File: config.mk
export PLATFORM = sky130hd
export DESIGN_NAME = riscv_wbu_flat
export DESIGN_NICKNAME = d
export VERILOG_FILES = /design/src/rtl/riscv_wbu_if.sv /design/src/rtl/riscv_wbu.sv /design/src/flat_wrapper.sv
export SDC_FILE = /design/constraint.sdc
export NUM_CORES = 1
export LEC_CHECK = 0
export BUFFER_PORTS_ARGS = -buffer_cell sky130_fd_sc_hd__buf_2
export CAP_MARGIN = 25
export CELL_PAD_IN_SITES_DETAIL_PLACEMENT = 2
export CELL_PAD_IN_SITES_GLOBAL_PLACEMENT = 2
export CORE_MARGIN = 3
export CORE_UTILIZATION = 30
export CTS_BUF_LIST = sky130_fd_sc_hd__clkbuf_4 sky130_fd_sc_hd__clkbuf_8
export CTS_CLUSTER_SIZE = 28
export DETAILED_ROUTE_END_ITERATION = 10
export PLACE_DENSITY_LB_ADDON = 0.25
export SYNTH_ARGS = -nofsm -noshare
export SYNTH_HDL_FRONTEND = slang
export SYNTH_SLANG_ARGS = --single-unit
File: constraint.sdc
create_clock -name clk -period 2.4 [get_ports clk]
set_clock_uncertainty 0.15 [all_clocks]
set_input_delay 0.36 -clock clk [delete_from_list [all_inputs] [get_ports clk]]
set_output_delay 0.36 -clock clk [all_outputs]
set_load 0.005 [all_outputs]
File: src/rtl/riscv_wbu_if.sv
// rtl/riscv_wbu_if.sv - execute-side and data-memory handshake bundle for the writeback unit
interface riscv_wbu_if #(
    parameter int XLEN = 32
);
    logic            ex_valid_i;
    logic            ex_ready_o;
    logic            ex_rd_we_i;
    logic [4:0]      ex_rd_idx_i;
    logic            ex_is_load_i;
    logic [2:0]      ex_funct3_i;
    logic [XLEN-1:0] ex_result_i;
    logic            mem_req_o;
    logic [XLEN-1:0] mem_addr_o;
    logic            mem_gnt_i;
    logic            mem_rvalid_i;
    logic [XLEN-1:0] mem_rdata_i;

    modport slave (
        input  ex_valid_i, ex_rd_we_i, ex_rd_idx_i, ex_is_load_i, ex_funct3_i, ex_result_i,
        input  mem_gnt_i, mem_rvalid_i, mem_rdata_i,
        output ex_ready_o, mem_req_o, mem_addr_o
    );

    modport master (
        output ex_valid_i, ex_rd_we_i, ex_rd_idx_i, ex_is_load_i, ex_funct3_i, ex_result_i,
        output mem_gnt_i, mem_rvalid_i, mem_rdata_i,
        input  ex_ready_o, mem_req_o, mem_addr_o
    );
endinterface

File: src/rtl/riscv_wbu.sv
// rtl/riscv_wbu.sv - writeback unit: ALU passthrough, load access/extraction, rd write pulse
module riscv_wbu #(
    parameter int XLEN = 32
) (
    input  logic             clk,
    input  logic             rst_n,
    riscv_wbu_if.slave       bus,
    output logic             rd_we_o,
    output logic [4:0]       rd_idx_o,
    output logic [XLEN-1:0]  rd_val_o,
    output logic             load_err_o,
    output logic             busy_o,
    output logic [4:0]       busy_rd_o
);
    typedef enum logic [1:0] {IDLE, REQ, WAIT, WB} state_t;

    state_t          state;
    logic            mem_req;
    logic [XLEN-1:0] mem_addr;
    logic [4:0]      ld_idx;
    logic            ld_we;
    logic [2:0]      ld_f3;
    logic [1:0]      ld_off;
    logic [XLEN-1:0] ld_data;
    logic [7:0]      byte_v;
    logic [15:0]     half_v;
    logic            wr_nonzero;
    logic            ld_illegal;
    logic            ld_misalign;

    assign bus.ex_ready_o = rst_n && (state == IDLE || state == WB);
    assign bus.mem_req_o  = mem_req;
    assign bus.mem_addr_o = mem_addr;

    assign wr_nonzero  = bus.ex_rd_we_i && (bus.ex_rd_idx_i != 5'd0);
    assign ld_illegal  = (bus.ex_funct3_i == 3'b011) || (bus.ex_funct3_i[2:1] == 2'b11);
    assign ld_misalign = ((bus.ex_funct3_i[1:0] == 2'b01) && bus.ex_result_i[0]) ||
                         ((bus.ex_funct3_i == 3'b010) && (bus.ex_result_i[1:0] != 2'b00));

    // funct3[2] selects zero-extension for the byte/halfword cases
    always_comb begin
        byte_v  = bus.mem_rdata_i[{ld_off, 3'b000} +: 8];
        half_v  = bus.mem_rdata_i[{ld_off[1], 4'b0000} +: 16];
        ld_data = bus.mem_rdata_i;
        case (ld_f3[1:0])
            2'b00:   ld_data = {{(XLEN-8){~ld_f3[2] & byte_v[7]}}, byte_v};
            2'b01:   ld_data = {{(XLEN-16){~ld_f3[2] & half_v[15]}}, half_v};
            default: ld_data = bus.mem_rdata_i;
        endcase
    end

    always_ff @(posedge clk or negedge rst_n) begin
        if (!rst_n) begin
            state      <= IDLE;
            mem_req    <= 1'b0;
            mem_addr   <= '0;
            ld_idx     <= 5'd0;
            ld_we      <= 1'b0;
            ld_f3      <= 3'b000;
            ld_off     <= 2'b00;
            rd_we_o    <= 1'b0;
            rd_idx_o   <= 5'd0;
            rd_val_o   <= '0;
            load_err_o <= 1'b0;
            busy_o     <= 1'b0;
            busy_rd_o  <= 5'd0;
        end else begin
            rd_we_o    <= 1'b0;
            load_err_o <= 1'b0;
            case (state)
                IDLE, WB: begin
                    state <= IDLE;
                    if (bus.ex_valid_i) begin
                        if (!bus.ex_is_load_i) begin
                            state   <= WB;
                            rd_we_o <= wr_nonzero;
                            // rd_idx_o/rd_val_o only move when a real write happens
                            if (wr_nonzero) begin
                                rd_idx_o <= bus.ex_rd_idx_i;
                                rd_val_o <= bus.ex_result_i;
                            end
                        end else if (ld_illegal || ld_misalign) begin
                            load_err_o <= 1'b1;
                        end else begin
                            state     <= REQ;
                            mem_req   <= 1'b1;
                            mem_addr  <= {bus.ex_result_i[XLEN-1:2], 2'b00};
                            ld_idx    <= bus.ex_rd_idx_i;
                            ld_we     <= wr_nonzero;
                            ld_f3     <= bus.ex_funct3_i;
                            ld_off    <= bus.ex_result_i[1:0];
                            busy_o    <= 1'b1;
                            busy_rd_o <= wr_nonzero ? bus.ex_rd_idx_i : 5'd0;
                        end
                    end
                end
                REQ: begin
                    if (bus.mem_gnt_i) begin
                        mem_req <= 1'b0;
                        state   <= WAIT;
                    end
                end
                WAIT: begin
                    if (bus.mem_rvalid_i) begin
                        state     <= WB;
                        busy_o    <= 1'b0;
                        busy_rd_o <= 5'd0;
                        rd_we_o   <= ld_we;
                        if (ld_we) begin
                            rd_idx_o <= ld_idx;
                            rd_val_o <= ld_data;
                        end
                    end
                end
                default: state <= IDLE;
            endcase
        end
    end
endmodule
File: src/flat_wrapper.sv
// flat-port wrapper written by rule: the top's interface ports become plain ports
module riscv_wbu_flat 
#(
    parameter int XLEN = 32
)
  (clk, rst_n, rd_we_o, rd_idx_o, rd_val_o, load_err_o, busy_o, busy_rd_o, bus_ex_valid_i, bus_ex_rd_we_i, bus_ex_rd_idx_i, bus_ex_is_load_i, bus_ex_funct3_i, bus_ex_result_i, bus_mem_gnt_i, bus_mem_rvalid_i, bus_mem_rdata_i, bus_ex_ready_o, bus_mem_req_o, bus_mem_addr_o);
  riscv_wbu_if #(.XLEN(XLEN)) bus_i ();
  input  logic clk;
  input  logic rst_n;
  output logic rd_we_o;
  output logic [4:0] rd_idx_o;
  output logic [XLEN-1:0] rd_val_o;
  output logic load_err_o;
  output logic busy_o;
  output logic [4:0] busy_rd_o;
  input wire logic [$bits(bus_i.ex_valid_i)-1:0] bus_ex_valid_i;
  input wire logic [$bits(bus_i.ex_rd_we_i)-1:0] bus_ex_rd_we_i;
  input wire logic [$bits(bus_i.ex_rd_idx_i)-1:0] bus_ex_rd_idx_i;
  input wire logic [$bits(bus_i.ex_is_load_i)-1:0] bus_ex_is_load_i;
  input wire logic [$bits(bus_i.ex_funct3_i)-1:0] bus_ex_funct3_i;
  input wire logic [$bits(bus_i.ex_result_i)-1:0] bus_ex_result_i;
  input wire logic [$bits(bus_i.mem_gnt_i)-1:0] bus_mem_gnt_i;
  input wire logic [$bits(bus_i.mem_rvalid_i)-1:0] bus_mem_rvalid_i;
  input wire logic [$bits(bus_i.mem_rdata_i)-1:0] bus_mem_rdata_i;
  output wire logic [$bits(bus_i.ex_ready_o)-1:0] bus_ex_ready_o;
  output wire logic [$bits(bus_i.mem_req_o)-1:0] bus_mem_req_o;
  output wire logic [$bits(bus_i.mem_addr_o)-1:0] bus_mem_addr_o;
  assign bus_i.ex_valid_i = bus_ex_valid_i;
  assign bus_i.ex_rd_we_i = bus_ex_rd_we_i;
  assign bus_i.ex_rd_idx_i = bus_ex_rd_idx_i;
  assign bus_i.ex_is_load_i = bus_ex_is_load_i;
  assign bus_i.ex_funct3_i = bus_ex_funct3_i;
  assign bus_i.ex_result_i = bus_ex_result_i;
  assign bus_i.mem_gnt_i = bus_mem_gnt_i;
  assign bus_i.mem_rvalid_i = bus_mem_rvalid_i;
  assign bus_i.mem_rdata_i = bus_mem_rdata_i;
  assign bus_ex_ready_o = bus_i.ex_ready_o;
  assign bus_mem_req_o = bus_i.mem_req_o;
  assign bus_mem_addr_o = bus_i.mem_addr_o;
  riscv_wbu #(.XLEN(XLEN)) u_core (.clk(clk), .rst_n(rst_n), .bus(bus_i), .rd_we_o(rd_we_o), .rd_idx_o(rd_idx_o), .rd_val_o(rd_val_o), .load_err_o(load_err_o), .busy_o(busy_o), .busy_rd_o(busy_rd_o));
endmodule
==> results of run 1 <==
==> cells in the mapped netlist, types with 2 or more instances <==
master,instances
a22o_1,6
mux2i_1,8
ha_1,3
dfrtp_1,89
nand2_1,137
a32oi_1,3
o221ai_1,7
o22a_1,3
inv_1,14
buf_4,4
clkbuf_1,3
nand2b_1,3
and2_1,3
nor2b_1,10
a22oi_1,5
nand3_1,2
buf_2,19
a21o_1,4
buf_6,5
a21bo_2,2
o21ai_1,3
a21oi_1,40
a31oi_1,7
a221oi_1,17
nor3_1,2
o21ai_0,15
a211oi_1,11
clkbuf_2,2
nor2_1,34
==> critical path, cell delays in order (launching register included) <==
cell and delay (ns):
dfrtp_1 0.39, inv_1 0.08, ha_2 0.42, nand2_1 0.12, a21oi_2 0.22, o21a_1 0.23, buf_12 0.20, o21ai_0 0.14
o22a_1 0.17
==> final cells by class <==
class | count | area (sq um) | area share [%]
clock inverter | 2 | 13.76 | 0.2488
multi-input combinational | 349 | 1946 | 35.17
clock buffer | 12 | 165.2 | 2.985
sequential | 89 | 2227 | 40.25
inverter | 14 | 52.55 | 0.9498
timing repair buffer | 168 | 903.4 | 16.33
tap | 180 | 225.2 | 4.071
==> power by group <==
part	internal [uW]	switching [uW]	leakage [uW]
clock network	451	543	0.0000943
logic	1600	2320	0.00162
registers	2240	485	0.00108
==> repair_timing <==
item | in CTS | in global routing
hold buffers | 1 | 0
hold endpoints to repair | 89 | 0
pin swaps | 0 | 0
endpoints found under the setup margin | 3 | 43
buffers inserted | 0 | 0
resized for setup | 2 | 3
==> state kept, by name, indices dropped and copies added (netlist names) <==
register	count
u_core.state	2
u_core.busy_o	1
u_core.load_err_o	1
u_core.rd_idx_o	5
u_core.ld_off	2
u_core.bus.mem_req_o	1
u_core.busy_rd_o	5
u_core.ld_idx	5
u_core.ld_we	1
u_core.ld_f3	3
u_core.rd_we_o	1
u_core.rd_val_o	32
u_core.bus.mem_addr_o	30
==> kinds of logic (layout without fill, tap and decap cells) <==
logic type / Yosys count / after routing
other: 1 / 2
AND/OR/NAND/NOR: 203 / 203
flip-flops: 89 / 89
multiplexers: 8 / 8
buffers and inverters: 49 / 196
adder cells (fa/ha/maj): 3 / 3
AO/OA/AOI/OAI: 133 / 133
==> layer usage <==
metal  vias to the layer above  GRT usage [%]  part of all wire (%)
li1                       1951              -                     -
met1                      2135          26.40                    43
met2                       103          35.77                    51
met3                        19          3.804                   4.3
met4                         2          6.309                   1.6
met5                         -              0                 0.041
==> worst paths after layout <==
path	cells after the start	slack (ns)	to
max	8	0.16	u_core.rd_val_o[14]
min	3	0.05	u_core.bus.mem_addr_o[24]
max reg2reg	8	0.16	u_core.rd_val_o[14]
min reg2reg	2	0.32	u_core.bus.mem_addr_o[16]
max in group asynchronous	3	1.21	u_core.ld_idx[2]
min in group asynchronous	3	0.46	u_core.bus.mem_addr_o[21]
==> metrics by stage <==
stage / utilization (%) / cell area (sq um) / instances / hold WS [ns]
3_3_place_gp: 37.66 / 5329 / 799 / 0.3036
3_5_place_dp: 37.66 / 5329 / 799 / 0.3092
2_1_floorplan: - / 4420 / 487 / -0.08559
6_report: 39.10 / 5533 / 814 / 0.05259
4_1_cts: 39.06 / 5527 / 814 / 0.03125
5_1_grt: 39.10 / 5533 / 814 / 0.04840
==> flow_summary.json, run 1 <==
{
  "status": "completed",
  "synth.distinct_cells": 54,
  "synth-edff-count": 0,
  "yosys_warnings": 0,
  "hold_viol_final": 0,
  "clock_latency_ns": 0.37,
  "fin_nets": 713,
  "yosysTopAreaCellShare_pct": 50.42,
  "cts_root_buffer": "clkbuf_8",
  "port_buffers": 155,
  "ys_seq_area_share_pct": 50.42,
  "drive_gt1_share_pct": 31.86,
  "maxCapViolCount": 0,
  "power_uw": 7639,
  "cts.reportedPaths.clkPinSlew_ns": 0.09,
  "fin_crit_sh_pct": 93.18,
  "p_leak_uw": 0.002788,
  "syn_area_per_cell_sq_um": 9.088,
  "fin_ws_ns": 0.1637,
  "dieHeight_um": 127.3,
  "tightest_slew_ns": 0.5738,
  "grtUsageTotal_pct": 20.73,
  "die_w_um": 127.3,
  "initial_core_util_pct": 31.21,
  "mostFrequentLayoutCell": "buf_2",
  "ant_nets": 0,
  "fillers": 1641,
  "gr-total-overflow": 0,
  "synth_seq_cells": 89,
  "synth_top_family_by_area": "compound AO/OA/AOI/OAI gates",
  "ir_drop_v": 0.0005394,
  "viasPerCell": 5.172,
  "hold_path_class": "input port to flip-flop",
  "grt_pass1_vias": 4574,
  "synthSimpleGateAreaFrac_pct": 19.86,
  "place_ws_ns": 0.05477,
  "synth_adder_area_share_pct": 0.8499,
  "synth_mux_area_share_pct": 1.813,
  "crit_path_end_kind": "flip-flop",
  "setup_tns_ns": 0,
  "min_period_ns": 2.236,
  "htreeDepth": 3,
  "crit_type": "flip-flop to flip-flop",
  "synth_xor_area_share_pct": 0,
  "drt_iter0_drc": 225,
  "startpoint": "u_core.state[0]",
  "gp_congestion": 0.8543,
  "netlist_area_sq_um": 4417,
  "ys_top_cells_by_area": "dfrtp_1 (50%), nand2_1 (12%), a21oi_1 (4.5%)",
  "num_rows": 43,
  "cp-start-kind": "flip-flop",
  "r2r-start": "u_core.state[0]",
  "area_growth_syn_to_layout_pct": 25.27,
  "layout_common_cells": "buf_2 (154), nand2_1 (137), dfrtp_1 (89)",
  "dieArea_sq_um": 16210,
  "ioPinCount": 158,
  "wirelength_mm": 16.87,
  "cts_tree": "built",
  "drc_errors": 0,
  "synth_top_cell_by_area": "dfrtp_1",
  "grt_max_degree": 90,
  "cp.required_ns": 2.51,
  "grt_pass1_wl_mm": 25.99,
  "antenna_found_initial": 1,
  "syn_inst": 486,
  "cts_buffers": 9,
  "crit_path_max_fanout": 30,
  "p_per_area_nw_per_um2": 1381,
  "dp_hpwl_mm": 12.59,
  "rsz0062_at_grt": "no",
  "core_sq_um": 14150,
  "max-slew-margin-rel_pct": 61.64,
  "post_drt_wl_per_cell_um": 20.72,
  "setup_violations": 0,
  "synthArstFlopShare_pct": 100.0,
  "vias": 4210,
  "cts_buffer_depth": 2,
  "cts_sinks": 89,
  "timing.fmax_ghz": 0.4472,
  "n_antenna_cell": 0,
  "cp_data_arrival_time_ns": 2.35,
  "synth_compound_area_share_pct": 20.59,
  "slew_viol_final": 0,
  "hold_start": "bus_ex_result_i[24]",
  "first_pass_iters": 4,
  "ys.flop_type": "dfrtp_1"
}
Power figures use the tool's default switching activity.
==> inputs of run 2 (changes only) <==
--- a/config.mk
+++ b/config.mk
@@ -5,16 +5,17 @@
 export SDC_FILE = /design/constraint.sdc
 export NUM_CORES = 1
 export LEC_CHECK = 0
-export BUFFER_PORTS_ARGS = -buffer_cell sky130_fd_sc_hd__buf_2
 export CAP_MARGIN = 25
 export CELL_PAD_IN_SITES_DETAIL_PLACEMENT = 2
 export CELL_PAD_IN_SITES_GLOBAL_PLACEMENT = 2
 export CORE_MARGIN = 3
-export CORE_UTILIZATION = 30
+export CORE_UTILIZATION = 38
 export CTS_BUF_LIST = sky130_fd_sc_hd__clkbuf_4 sky130_fd_sc_hd__clkbuf_8
 export CTS_CLUSTER_SIZE = 28
 export DETAILED_ROUTE_END_ITERATION = 10
+export DONT_BUFFER_PORTS = 1
 export PLACE_DENSITY_LB_ADDON = 0.25
+export RECOVER_POWER = 50
 export SYNTH_ARGS = -nofsm -noshare
 export SYNTH_HDL_FRONTEND = slang
 export SYNTH_SLANG_ARGS = --single-unit
==> run 2 against run 1 <==
The flow now finishes with violations (hold timing). Non-clock buffer count shrank 106. Hold slack got worse by 0.53 ns. Clock power about the same. Critical path depth unchanged. Register-to-register slack worse by 0.05 ns. Routed wire length shrank 0.21%. Largest power group unchanged.
==> flow_summary.json, run 2 (synthesis results as in run 1) <==
{
  "crit_type": "flip-flop to flip-flop",
  "timing.fmax_ghz": 0.4366,
  "fin_crit_sh_pct": 95.43,
  "post_drt_wl_per_cell_um": 25.05,
  "dp_hpwl_mm": 10.83,
  "min_period_ns": 2.290,
  "cp_slowest_cell": "dfrtp_1",
  "hold_viol_final": 89,
  "grt_pass1_vias": 4456,
  "r2r_slack_ns": 0.11,
  "reg2reg_depth": 8,
  "p_leak_uw": 0.002380,
  "setup_violations": 0,
  "grt_max_degree": 91,
  "crit_path_max_fanout": 30,
  "ant_nets": 0,
  "wirelength_mm": 16.84,
  "fin_nets": 610,
  "dieHeight_um": 113.8,
  "crit_path_end_kind": "flip-flop",
  "first_pass_iters": 4,
  "viasPerCell": 5.821,
  "worstReg2RegEnd": "u_core.rd_val_o[13]",
  "layout_common_cells": "nand2_1 (137), dfrtp_1 (89), dlygate4sd3_1 (43)",
  "worst_hold_slack_ns": -0.4797,
  "htreeDepth": 3,
  "violations": "hold timing",
  "max-slew-margin-rel_pct": 54.54,
  "die_w_um": 113.8,
  "cp-start-kind": "flip-flop",
  "power_uw": 7328,
  "initial_core_util_pct": 39.87,
  "port_buffers": 0,
  "p_per_area_nw_per_um2": 1401,
  "max_flop_register": "u_core.rd_val_o",
  "cts_root_buffer": "clkbuf_8",
  "n_antenna_cell": 0,
  "gr-total-overflow": 0,
  "ioPinCount": 158,
  "r2r-start": "u_core.state[0]",
  "cts_buffer_depth": 2,
  "crit_family": "compound AO/OA/AOI/OAI gates",
  "place_area_sq_um": 4496,
  "mostFrequentLayoutCell": "nand2_1",
  "antenna_found_initial": 0,
  "grt_pass1_wl_mm": 25.32,
  "gp_congestion": 0.7690,
  "crit_end": "u_core.rd_val_o[13]",
  "ir_drop_v": 0.0005462,
  "slew_viol_final": 0,
  "maxCapViolCount": 0,
  "tightest_slew_ns": 0.6818,
  "postLayoutCoreUtil_pct": 47.22,
  "fillers": 1198,
  "cp_data_arrival_time_ns": 2.40,
  "cts_hold_buf": 43,
  "drc_errors": 0,
  "cts_buffers": 9,
  "startpoint": "u_core.state[0]",
  "cts_tree": "built",
  "final_design_area_no_fill_sq_um": 5231,
  "drive_gt1_share_pct": 10.71,
  "core_sq_um": 11080,
  "fin_ws_ns": 0.1096,
  "hold_path_class": "input port to async pin",
  "max_stage_delay_ns": 0.39,
  "largest_reg_flops": 32,
  "drt_iter0_drc": 185,
  "crit_buf_inv": 2,
  "critical_path_depth": 8,
  "path_cells": "inv_1 > ha_1 > nand2_1 > a21oi_4 > o21a_1 > buf_12 > o21ai_0 > o22a_1",
  "cp.required_ns": 2.51,
  "status": "finished with violations",
  "area_growth_syn_to_layout_pct": 18.44,
  "place_ws_ns": -0.1181,
  "grtUsageTotal_pct": 25.53,
  "clock_latency_ns": 0.38,
  "num_rows": 38,
  "dieArea_sq_um": 12950,
  "vias": 3912,
  "cts.reportedPaths.clkPinSlew_ns": 0.09,
  "cts_sinks": 89,
  "rsz0062_at_grt": "no"
}
[run 2: worst reg2reg max path, cell delays in order (launching register included)]
cell     delay [ns]
dfrtp_1        0.39
inv_1          0.08
ha_1           0.38
nand2_1        0.15
a21oi_4        0.31
o21a_1         0.22
buf_12         0.20
o21ai_0        0.14
o22a_1         0.17
[run 2: repair_timing]
action,4_1_cts,5_1_grt
endpoints found under the setup margin,33,48
endpoints found under the hold margin,137,89
pin swaps,0,1
buffers inserted,0,6
gates cloned,1,2
resized for setup,2,6
[run 2: per-stage QoR]
step | cells | setup TNS [ns]
2_1_floorplan | 487 | 0
3_3_place_gp | 605 | 0
3_5_place_dp | 605 | -0.6929
4_1_cts | 664 | 0
5_1_grt | 672 | 0
6_report | 672 | 0
[run 2: where the power goes]
group,leakage [uW],internal (uW),switching [uW]
Sequential,0.00108,2240,647
Combinational,0.00121,1320,2120
Clock,0.0000949,466,540
[run 2: worst min path at each step]
stage                from                        end  slack [ns]  cells after the start
finish              rst_n  u_core.bus.mem_addr_o[21]       -0.48                      0
global route        rst_n  u_core.bus.mem_addr_o[20]       -0.50                      0
CTS                 rst_n            u_core.ld_f3[2]       -0.50                      0
detailed placement  rst_n  u_core.bus.mem_addr_o[21]       -0.08                      0
global placement    rst_n  u_core.bus.mem_addr_o[21]       -0.08                      0
floorplan           rst_n  u_core.bus.mem_addr_o[10]       -0.09                      0
[run 2: area by class of cell]
type | count | area [sq um] | share of cell area, %
timing repair buffer | 62 | 599.3 | 11.46
clock buffer | 13 | 172.7 | 3.301
multi-input combinational | 352 | 1992 | 38.08
tap | 140 | 175.2 | 3.348
clock inverter | 2 | 12.51 | 0.2392
sequential | 89 | 2227 | 42.57
inverter | 14 | 52.55 | 1.005
[run 2: metal layers]
| metal | global-route usage [%] | vias to the layer above | wire, um |
|---|---|---|---|
| li1 | - | 1750 | - |
| met1 | 29.24 | 1992 | 6285 |
| met2 | 45.15 | 138 | 8742 |
| met3 | 7.003 | 32 | 1318 |
| met4 | 10.13 | 0 | 488 |
| met5 | 0 | - | 0 |
==> inputs of run 3 (changes only) <==
--- a/config.mk
+++ b/config.mk
@@ -14,7 +14,7 @@
 export CTS_CLUSTER_SIZE = 28
 export DETAILED_ROUTE_END_ITERATION = 10
 export DONT_BUFFER_PORTS = 1
-export PLACE_DENSITY_LB_ADDON = 0.25
+export PLACE_DENSITY = 0.79
 export RECOVER_POWER = 50
 export SYNTH_ARGS = -nofsm -noshare
 export SYNTH_HDL_FRONTEND = slang
==> run 3 against run 2 <==
Non-clock buffer count fell by 4. Cell area fell by 1.6%. Hold slack got worse by 0.012 ns. Critical endpoint is now u_core.ld_idx[0]. The run still ends with hold timing left. Global-route usage fell by 0.12 points. Largest cell class unchanged. Combinational power fell by 5%. Register-to-register slack improved by 0.07 ns. Sequential cell count did not move. Clock-buffer cell count rose by 1. Setup slack improved by 0.071 ns. Clock power barely moved. Fmax rose by 3.2%.
==> flow_summary.json, run 3 (synthesis results as in run 1) <==
{
  "timing.fmax_ghz": 0.4507,
  "slew_viol_final": 0,
  "top_usage_layer": "met2",
  "antenna_found_initial": 0,
  "viasPerCell": 5.805,
  "use_met3_pct": 6.950,
  "n_antenna_cell": 0,
  "dieArea_sq_um": 12950,
  "initial_core_util_pct": 39.87,
  "r2r-start": "u_core.state[0]",
  "setup_tns_ns": 0,
  "status": "finished with violations",
  "gr-total-overflow": 0,
  "largest_reg_flops": 32,
  "cts_buffers": 9,
  "cts_buffer_depth": 2,
  "fin_crit_sh_pct": 92.45,
  "cp_data_arrival_time_ns": 2.33,
  "fin_nets": 603,
  "htreeDepth": 3,
  "cts_hold_buf": 41,
  "grt_pass1_vias": 4314,
  "grt_max_degree": 91,
  "max-slew-margin-rel_pct": 55.44,
  "area_growth_syn_to_layout_pct": 16.60,
  "gp_congestion": 0.8205,
  "cts_sinks": 89,
  "crit_path_max_fanout": 16,
  "post_drt_wl_per_cell_um": 24.40,
  "mostFrequentLayoutCell": "nand2_1",
  "r2r_slack_ns": 0.18,
  "rsz0062_at_grt": "no",
  "ir_drop_v": 0.0004865,
  "worstReg2RegEnd": "u_core.ld_idx[0]",
  "violations": "hold timing",
  "dieHeight_um": 113.8,
  "cp_slowest_cell": "ha_2",
  "hold_viol_final": 89,
  "drt_iter0_drc": 155,
  "layout_common_cells": "nand2_1 (137), dfrtp_1 (89), dlygate4sd3_1 (41)",
  "gr-usage-met1_pct": 29.77,
  "path_cells": "inv_1 > ha_2 > buf_4 > nand3_1 > o21bai_4 > buf_4 > nand2_1 > nand2_1",
  "tightest_slew_ns": 0.6516,
  "max_stage_delay_ns": 0.41,
  "ioPinCount": 158,
  "power_uw": 7181,
  "p_per_area_nw_per_um2": 1394,
  "cts_root_buffer": "clkbuf_8",
  "max_flop_register": "u_core.rd_val_o",
  "reg2reg_depth": 8,
  "worst_hold_slack_ns": -0.4916,
  "grtUsageTotal_pct": 25.42,
  "vias": 3866,
  "p_leak_uw": 0.002347,
  "met2_usage_pct": 44.84,
  "wirelength_mm": 16.25,
  "min_period_ns": 2.219,
  "crit_type": "flip-flop to flip-flop",
  "maxCapViolCount": 0,
  "die_w_um": 113.8,
  "crit_path_end_kind": "flip-flop",
  "drive_gt1_share_pct": 10.27,
  "port_buffers": 0,
  "hold_path_class": "input port to async pin",
  "cts_tree": "built",
  "first_pass_iters": 4,
  "ant_nets": 0,
  "grt_pass1_wl_mm": 25.12,
  "num_rows": 38,
  "cts.reportedPaths.clkPinSlew_ns": 0.10,
  "drc_errors": 0,
  "crit_end": "u_core.ld_idx[0]",
  "setup_violations": 0,
  "dp_hpwl_mm": 11.26,
  "cp.required_ns": 2.51,
  "core_sq_um": 11080,
  "clock_latency_ns": 0.37,
  "cp-start-kind": "flip-flop",
  "startpoint": "u_core.state[0]"
}
## run 3: worst min-delay path by stage
stage	startpoint	cells after the start	slack (ns)	endpoint
after floorplan	rst_n	0	-0.09	u_core.bus.mem_addr_o[10]
after global placement	rst_n	0	-0.08	u_core.bus.mem_addr_o[21]
after detailed placement	rst_n	0	-0.08	u_core.bus.mem_addr_o[26]
after CTS	rst_n	0	-0.50	u_core.bus.mem_addr_o[13]
after global routing	rst_n	0	-0.51	u_core.bus.mem_addr_o[9]
final	rst_n	0	-0.49	u_core.bus.mem_addr_o[13]
## run 3: metrics by stage
stage | setup slack, ns | std cells | utilization (%) | instance area (sq um)
6_report | 0.1811 | 666 | 46.49 | 5150
5_1_grt | 0.04696 | 666 | 46.49 | 5150
4_1_cts | 0.05690 | 664 | 46.10 | 5107
3_5_place_dp | 0.009901 | 606 | 40.65 | 4503
3_3_place_gp | 0.1642 | 606 | 40.65 | 4503
2_1_floorplan | 0.4514 | 487 | - | 4420
## run 3: worst max-delay path, delay by kind of cell, from the launching register on
family	cells	cell delay, ns
buf+inv	3	0.50
fa+ha+maj	1	0.41
compound gates	1	0.28
simple gates	3	0.37
flops	1	0.40
## run 3: layout make-up
cell class,count,area [sq um]
timing repair buffer,58,563.0
sequential,89,2227
clock buffer,14,173.9
clock inverter,2,12.51
inverter,14,52.55
tap,140,175.2
multi-input combinational,349,1946
fill,1184,5928
## run 3: per-layer routing
metal / up-vias / part of all wire [%]
met1: 1961 / 38
met5: - / 0
met4: 0 / 2.3
li1: 1744 / -
met3: 24 / 7.6
met2: 137 / 52
## run 3: power breakdown
part	total [uW]	internal (uW)	leakage, uW	switching [uW]
sequential	2880	2240	0.00108	637
clock	1030	468	0.0000969	563
combinational	3270	1270	0.00117	2000
total	7180	3980	0.00235	3200
## run 3: repair_timing
item	4_1_cts	5_1_grt
hold endpoints to repair	135	89
gates resized for setup	0	5
pin swaps	1	1
setup endpoints to repair	5	39
setup buffers	1	2
